$ cat src/rtl/cu_iter.sv
// Iterative compare unit: evaluates EQ/NE/LT/GE/LTU/GEU on two WIDTH-bit operands,
// CHUNK bits per cycle starting at the most significant chunk, behind valid/ready
// handshakes. Signed compares are turned into unsigned ones by flipping the operand
// MSBs at acceptance, so the chunk datapath only ever does unsigned compares.
module cu_iter #(
    parameter int WIDTH      = 32,
    parameter int CHUNK      = 8,
    parameter bit EARLY_EXIT = 1'b1
) (
    input  logic             clk,
    input  logic             rst,
    input  logic             flush,
    input  logic             in_valid,
    output logic             in_ready,
    input  logic [WIDTH-1:0] ra,
    input  logic [WIDTH-1:0] rb,
    input  logic             lt,
    input  logic             invert,
    input  logic             unsigned_comparison,
    output logic             out_valid,
    input  logic             out_ready,
    output logic             out,
    output logic             out_lt,
    output logic             out_eq
);

    localparam int NCHUNK = WIDTH / CHUNK;
    localparam int CNT_W  = (NCHUNK > 1) ? $clog2(NCHUNK) : 1;

    typedef enum logic [1:0] {
        IDLE = 2'd0,
        SCAN = 2'd1,
        DONE = 2'd2
    } state_t;

    state_t             state_q, state_d;
    logic [WIDTH-1:0]   a_q, a_d;
    logic [WIDTH-1:0]   b_q, b_d;
    logic [CNT_W-1:0]   cnt_q, cnt_d;
    logic               lt_sel_q, lt_sel_d;
    logic               inv_q, inv_d;
    logic               lt_r_q, lt_r_d;
    logic               eq_r_q, eq_r_d;
    logic               diff_q, diff_d;

    logic [CHUNK-1:0]   a_c;
    logic [CHUNK-1:0]   b_c;
    logic [WIDTH-1:0]   sign_flip;
    logic               new_diff;
    logic               scan_end;

    // Current chunk under comparison, first-difference detection and end-of-scan decision
    always_comb begin
        a_c       = a_q[WIDTH-1 -: CHUNK];
        b_c       = b_q[WIDTH-1 -: CHUNK];
        sign_flip = {~unsigned_comparison, {(WIDTH-1){1'b0}}};
        new_diff  = (a_c != b_c) && !diff_q;
        scan_end  = (EARLY_EXIT && new_diff) || (cnt_q == '0);
    end

    // Next-state and handshake logic; flush aborts any in-flight compare
    always_comb begin
        state_d   = state_q;
        a_d       = a_q;
        b_d       = b_q;
        cnt_d     = cnt_q;
        lt_sel_d  = lt_sel_q;
        inv_d     = inv_q;
        lt_r_d    = lt_r_q;
        eq_r_d    = eq_r_q;
        diff_d    = diff_q;
        in_ready  = 1'b0;
        out_valid = 1'b0;

        case (state_q)
            IDLE: begin
                in_ready = !flush;
                if (in_valid && !flush) begin
                    a_d      = ra ^ sign_flip;
                    b_d      = rb ^ sign_flip;
                    cnt_d    = CNT_W'(NCHUNK - 1);
                    lt_sel_d = lt;
                    inv_d    = invert;
                    diff_d   = 1'b0;
                    state_d  = SCAN;
                end
            end
            SCAN: begin
                if (flush) begin
                    state_d = IDLE;
                end else begin
                    if (new_diff) begin
                        lt_r_d = (a_c < b_c);
                        eq_r_d = 1'b0;
                        diff_d = 1'b1;
                    end
                    if (scan_end) begin
                        if (!diff_q && !new_diff) begin
                            lt_r_d = 1'b0;
                            eq_r_d = 1'b1;
                        end
                        state_d = DONE;
                    end else begin
                        a_d   = a_q << CHUNK;
                        b_d   = b_q << CHUNK;
                        cnt_d = cnt_q - CNT_W'(1);
                    end
                end
            end
            DONE: begin
                out_valid = 1'b1;
                if (flush || out_ready) begin
                    state_d = IDLE;
                end
            end
            default: begin
                state_d = IDLE;
            end
        endcase
    end

    // State, operand shift registers, counter and result registers
    always_ff @(posedge clk or posedge rst) begin
        if (rst) begin
            state_q  <= IDLE;
            a_q      <= '0;
            b_q      <= '0;
            cnt_q    <= '0;
            lt_sel_q <= 1'b0;
            inv_q    <= 1'b0;
            lt_r_q   <= 1'b0;
            eq_r_q   <= 1'b0;
            diff_q   <= 1'b0;
        end else begin
            state_q  <= state_d;
            a_q      <= a_d;
            b_q      <= b_d;
            cnt_q    <= cnt_d;
            lt_sel_q <= lt_sel_d;
            inv_q    <= inv_d;
            lt_r_q   <= lt_r_d;
            eq_r_q   <= eq_r_d;
            diff_q   <= diff_d;
        end
    end

    assign out    = inv_q ^ (lt_sel_q ? lt_r_q : eq_r_q);
    assign out_lt = lt_r_q;
    assign out_eq = eq_r_q;

endmodule

$ cat config.mk
export PLATFORM = sky130hd
export DESIGN_NAME = cu_iter
export DESIGN_NICKNAME = d
export VERILOG_FILES = /design/src/rtl/cu_iter.sv
export SDC_FILE = /design/constraint.sdc
export NUM_CORES = 1
export LEC_CHECK = 0
export BUFFER_PORTS_ARGS = -buffer_cell sky130_fd_sc_hd__buf_2
export CAP_MARGIN = 30
export CELL_PAD_IN_SITES_DETAIL_PLACEMENT = 1
export CELL_PAD_IN_SITES_GLOBAL_PLACEMENT = 2
export CORE_MARGIN = 2
export CORE_UTILIZATION = 30
export DETAILED_ROUTE_END_ITERATION = 8
export GPL_ROUTABILITY_DRIVEN = 0
export GPL_TIMING_DRIVEN = 0
export HOLD_SLACK_MARGIN = 0.08
export PLACE_DENSITY = 0.69
export SYNTH_ARGS = -nofsm -noshare
export SYNTH_HDL_FRONTEND = slang
export SYNTH_SLANG_ARGS = --single-unit
$ cat constraint.sdc
create_clock -name clk -period 2.4 [get_ports clk]
set_input_delay 0.12 -clock clk [delete_from_list [all_inputs] [get_ports clk]]
set_output_delay 0.12 -clock clk [all_outputs]
set_load 0.005 [all_outputs]
; Word-level counts from Yosys, hierarchy flattened
; Index checks and enable logic that the tools add are counted.
[word_totals]
reg_bits = 73
mem_count = 0
ram_bits = 0
latch_bits = 0
in_bits = 72
output_inout_bits = 5
romBits = 0
wordCells = 71
[op_classes]
order_cmp = 1
bitwise = 5
addsub = 1
n_div = 0
mul = 0
reduce_logical = 16
muxes = 30
n_eq_ne = 9
n_shift = 0
[ops]
columns = operator, n
row1 = $mux 32, 6
row2 = $pmux 32 s2, 2
row3 = $xor 32x32->32, 2
row4 = $mux 2, 7
row5 = $mux 1, 12
row6 = $ne 2x2->1 const B, 5
row7 = $lt 8x8->1, 1
row8 = $ne 8x8->1, 1
row9 = $reduce_and 4->1, 2
row10 = $pmux 2 s3, 1
row11 = $logic_not 2->1, 2
row12 = $pmux 2 s2, 1
row13 = $reduce_and 2->1, 2
row14 = $logic_and 1x1->1, 3
row15 = $logic_not 1->1, 3
row16 = $ne 3x3->1 const B, 1
row17 = $reduce_and 3->1, 1
row18 = $eq 2x1->1 const B, 1
row19 = $eq 2x2->1 const B, 1
row20 = $logic_or 1x1->1, 2
row21 = $not 1->1, 2
row22 = $pmux 1 s2, 1
row23 = $reduce_bool 2->1, 1
row24 = $sub 2x1->2 const B, 1
row25 = $xor 1x1->1, 1

; Longest topological paths before layout
[depth]
ltp_word = 6
ltp_mapped = 8
mapped_depth_nobuf = 6

; Least setup slack after synthesis
; Ideal clock, no wire load.
[synth_path]
kind = reg2reg
startpoint = register cnt_q[0]
endpoint = register a_q[0]
setup_slack_ns = 0.576
path_stages_with_launch = 8
t_required_ns = 2.275
period_less_slack_ns = 1.824
n_path_buf = 2
arrival_ns = 1.698
cell_sequence = dfrtp_1 inv_1 ha_1 a2111oi_0 o21ai_1 buf_6 buf_6 mux2_4
[synth_between]
elab_chain_cells = 4
[synth_lines]
columns = element, line
row1 = "start, declared", 39  ; logic [CNT_W-1:0] cnt_q, cnt_d;
row2 = "start signal, assigned", 138  ; cnt_q <= cnt_d;
row3 = $logic_not 2->1, 58  ; scan_end = (EARLY_EXIT && new_diff) || (cnt_q == '0);
row4 = $logic_or 1x1->1, 58
row5 = $ne 2x2->1 (no line), -
row6 = $reduce_and 4->1 (no line), -
row7 = "end signal, assigned", 126  ; a_q <= '0;
row8 = "end signal, assigned", 136  ; a_q <= a_d;
row9 = "end, declared", 37  ; logic [WIDTH-1:0] a_q, a_d;
; No other way between the ends.
; A chain may end at the register's enable or synchronous reset.

; Final worst setup path
[layout_path]
startpoint = register cnt_q[0]
endpoint = register b_q[24]
[layout_between]
elab_chain_cells = 4
[layout_lines]
columns = element, line
row1 = $logic_not 2->1, 58
row2 = $logic_or 1x1->1, 58
row3 = $ne 2x2->1 (no line), -
row4 = $reduce_and 4->1 (no line), -
row5 = "end signal, assigned", 127  ; b_q <= '0;
row6 = "end signal, assigned", 137  ; b_q <= b_d;
row7 = "end, declared", 38  ; logic [WIDTH-1:0] b_q, b_d;
; No other way between the ends.

==> metrics.md <==
| Metric | Value |
|---|---|
| #FFs+latches synth | `73` |
| Crit start category | `flip-flop` |
| Initial core utilization | `0.311` |
| Syn Std Cell Area | `3580 µm²` |
| Proportion of layout cells with a drive suffix above 1 | `0.504` |
| Worst EP arrival | `2510 ps` |
| Inserted Clock Buffers | `9` |
| Status | `finished clean` |
| Period utilisation layout | `0.959` |
| Fin nets | `455` |
| Pleak | `2.22 nW` |
| Largest family of logic cells by synthesized area | `multiplexers` |
| CP max stage delay | `630 ps` |
| Hold Worst Slack | `83.5 ps` |
| PwrDens | `1060 nW/µm²` |
| Max Fclk | `435 MHz` |
| Most frequent cell after synthesis | `mux2_2` |
| Synth top cells by count | `mux2_2, dfrtp_1, a22o_1, mux2i_1, inv_1` |
| IO Pins | `77` |
| Worst VDD drop | `0.455 mV` |
| Clk root buf | `clkbuf_16` |
| Yosys warnings | `0` |
| Setup Buffers After CTS | `0` |
| IO Port Bufs | `76` |
| Synth Area per Inst | `13.5 µm²` |
| Die Ht | `113 µm` |
| Top post-synthesis cells by area | `dfrtp_1, mux2_2, mux2i_1` |
| Syn Inst Count | `266` |
| Worst R2R End | `b_q[24]` |
| XOR/XNOR share of the synthesized area | `0.00733` |
| Initial DRC count | `49` |
| Most frequent CP cell | `buf_6` |
| First-pass GRT wire length | `14500 µm` |
| Num rows | `39` |
| Synth Area in Compound Gates | `0.0639` |
| Syn Nets | `347` |
| Reg clk slew, reported paths | `60 ps` |
| Hold Crit Class | `in -> reg` |
| Post-synth ARST share | `1.00` |
| Simple-gate area share of the yosys netlist | `0.0335` |
| Reg-to-Reg Start | `cnt_q[0]` |
| Sink Count | `73` |
| Clock skew | `8.64 ps` |
| Slew margin rel. | `0.571` |
| Worst R2R Setup Slack | `100 ps` |
| Fin. Hold Viols | `0` |
| Vias/cell | `4.74` |
| Post-route design area | `4670 µm²` |
| Area Overhead vs Synth | `30.2%` |
| Clock latency on the worst-skew pair | `340 ps` |
| WL final | `8700 µm` |
| CP Capture Type | `flip-flop` |
| WL/cell | `16.7 µm` |
| R2R cell count | `7` |
| Max Fanout on Critical Path | `10` |
| Largest net degree at the start of global routing | `54` |
| DIE AREA | `12800 µm²` |
| GR Overflow Total | `0` |
| Htree depth | `3` |
| Critical-path cell list | `inv_1 > ha_1 > a2111oi_0 > o21ai_2 > buf_6 > buf_6 > mux2_4` |
| Final setup viols | `0` |
| DP Area | `4170 µm²` |
| HP Start | `rb[28]` |
| Vias in the first global route | `2821` |
| Main synth FF type | `dfrtp_1` |
| Initial antenna violation count | `0` |
| Final HPWL from detailed placement | `6310 µm` |
| Vias | `2476` |
| Slew Limit Fails | `0` |
| Post-synth EDFFs | `0` |
| Total of max-cap violations | `0` |
| Clock Path Buffers | `2` |
| Drt first pass iters | `6` |
| Post-Synth Adder-Cell Area | `0.0314` |
| Synth area leader | `dfrtp_1` |
| Seq/Total Area, Yosys | `0.510` |
| Final antenna-violating net count | `0` |
| Die W | `113 µm` |
| Worst hold path depth | `3` |
| Core footprint | `11500 µm²` |
| Drt drc | `0` |
| Cell variety after synth | `30` |
| Crit path kind | `reg -> reg` |
| Minimum clock period | `2300 ps` |
| Worst-Margin Slew | `627 ps` |
| Critical path data required time | `2610 ps` |
| Hold Path End | `b_q[28]` |
| Yosys top cell area share | `0.510` |
| All-layer global routing usage | `0.148` |
| CTS tree | `done` |
| Power Total | `0.00494 W` |
| # diodes | `0` |
| Slowest stage cell on the critical path | `a2111oi_0` |
| Mux share of post-synthesis cell area | `0.315` |
cells by family after synthesis:
kind of cell / after synthesis
buffers and inverters: 27
adders and majority gates: 9
AOI/OAI and AO/OA: 30
and+or+nand+nor: 24
muxes: 100
DFF: 73
xor gates and xnor gates: 3
critical path, delay by kind of cell, from the launching register on:
kind / cells / cell delay [ps]
buffers and inverters: 3 / 420
muxes: 1 / 300
DFF: 1 / 360
AOI/OAI and AO/OA: 2 / 870
adders and majority gates: 1 / 230
final cells by class:
type / count / area [µm²]
inverters: 12 / 47.5
multi-input cells: 166 / 1620
plain buffers: 15 / 95.1
clock inverters: 3 / 40.0
clock buffers: 13 / 250
flip-flops and latches: 73 / 1830
repair buffers: 97 / 608
fillers: 1266 / 6850
well taps: 143 / 179
flip-flops by register name, indices dropped and copies added (netlist names), named ones only:
register	cells
diff_q	1
out_lt	1
lt_sel_q	1
state_q	2
cnt_q	2
b_q	32
a_q	32
inv_q	1
how the worst max path moves through the flow:
stage                        start                         end  slack (ps)  depth (start not counted)
after global placement         rst                      b_q[5]        -670                          2
after global routing      cnt_q[0]                      a_q[4]        -170                          7
after CTS                  a_q[29]                     b_q[12]          90                          6
final                     cnt_q[0]                     b_q[24]         100                          7
after floorplan                rst  asynchronous set/reset pin         430                          1
after detailed placement   a_q[29]                      b_q[8]         110                          6
cells in the final DEF, fill, tap and decap left out, drive strengths merged:
master / n
ha: 9
a22o: 16
a211oi: 1
inv: 12
nand2b: 1
a21oi: 4
nor2: 8
xor2: 2
or2: 1
bufinv: 1
nor3: 2
o21ai: 4
buf: 91
nand4: 2
xnor2: 1
o211ai: 1
clkbuf: 14
a2111oi: 1
nand2: 3
nor2b: 5
o21bai: 1
a21o: 1
clkinv: 2
a32o: 1
mux2: 84
mux2i: 16
dfrtp: 73
dlygate4sd3: 20
and2: 2
metal layers:
layer | track usage | up-vias | part of all wire
met2 | 0.249 | 47 | 0.50
met4 | 0.0553 | 0 | 0.019
met5 | 0 | - | 0
met3 | 0.0337 | 12 | 0.031
li1 | - | 1174 | -
met1 | 0.185 | 1243 | 0.45
stage by stage:
step / instances / TNS (ps) / setup WS [ps] / utilization
2_1_floorplan: 266 / 0 / 427 / -
3_3_place_gp: 485 / -48220 / -668 / 0.360
3_5_place_dp: 486 / 0 / 111 / 0.362
4_1_cts: 522 / 0 / 87.5 / 0.405
5_1_grt: 522 / -4770 / -169 / 0.405
6_report: 522 / 0 / 99.4 / 0.405
timing repair:
action                                 in CTS  in global routing
setup endpoints to repair                   0                 24
hold buffers                               20                  0
endpoints found under the hold margin      39                  0
gates resized for setup                     0                  1
power by group:
group / switching (W) / total (W) / leakage, nW / internal [W]
combinational: 0.000657 / 0.00156 / 1.20 / 0.000907
sequential: 0.000281 / 0.00206 / 0.877 / 0.00178
clock: 0.000494 / 0.00132 / 0.144 / 0.000831
Power figures use the tool's default switching activity.
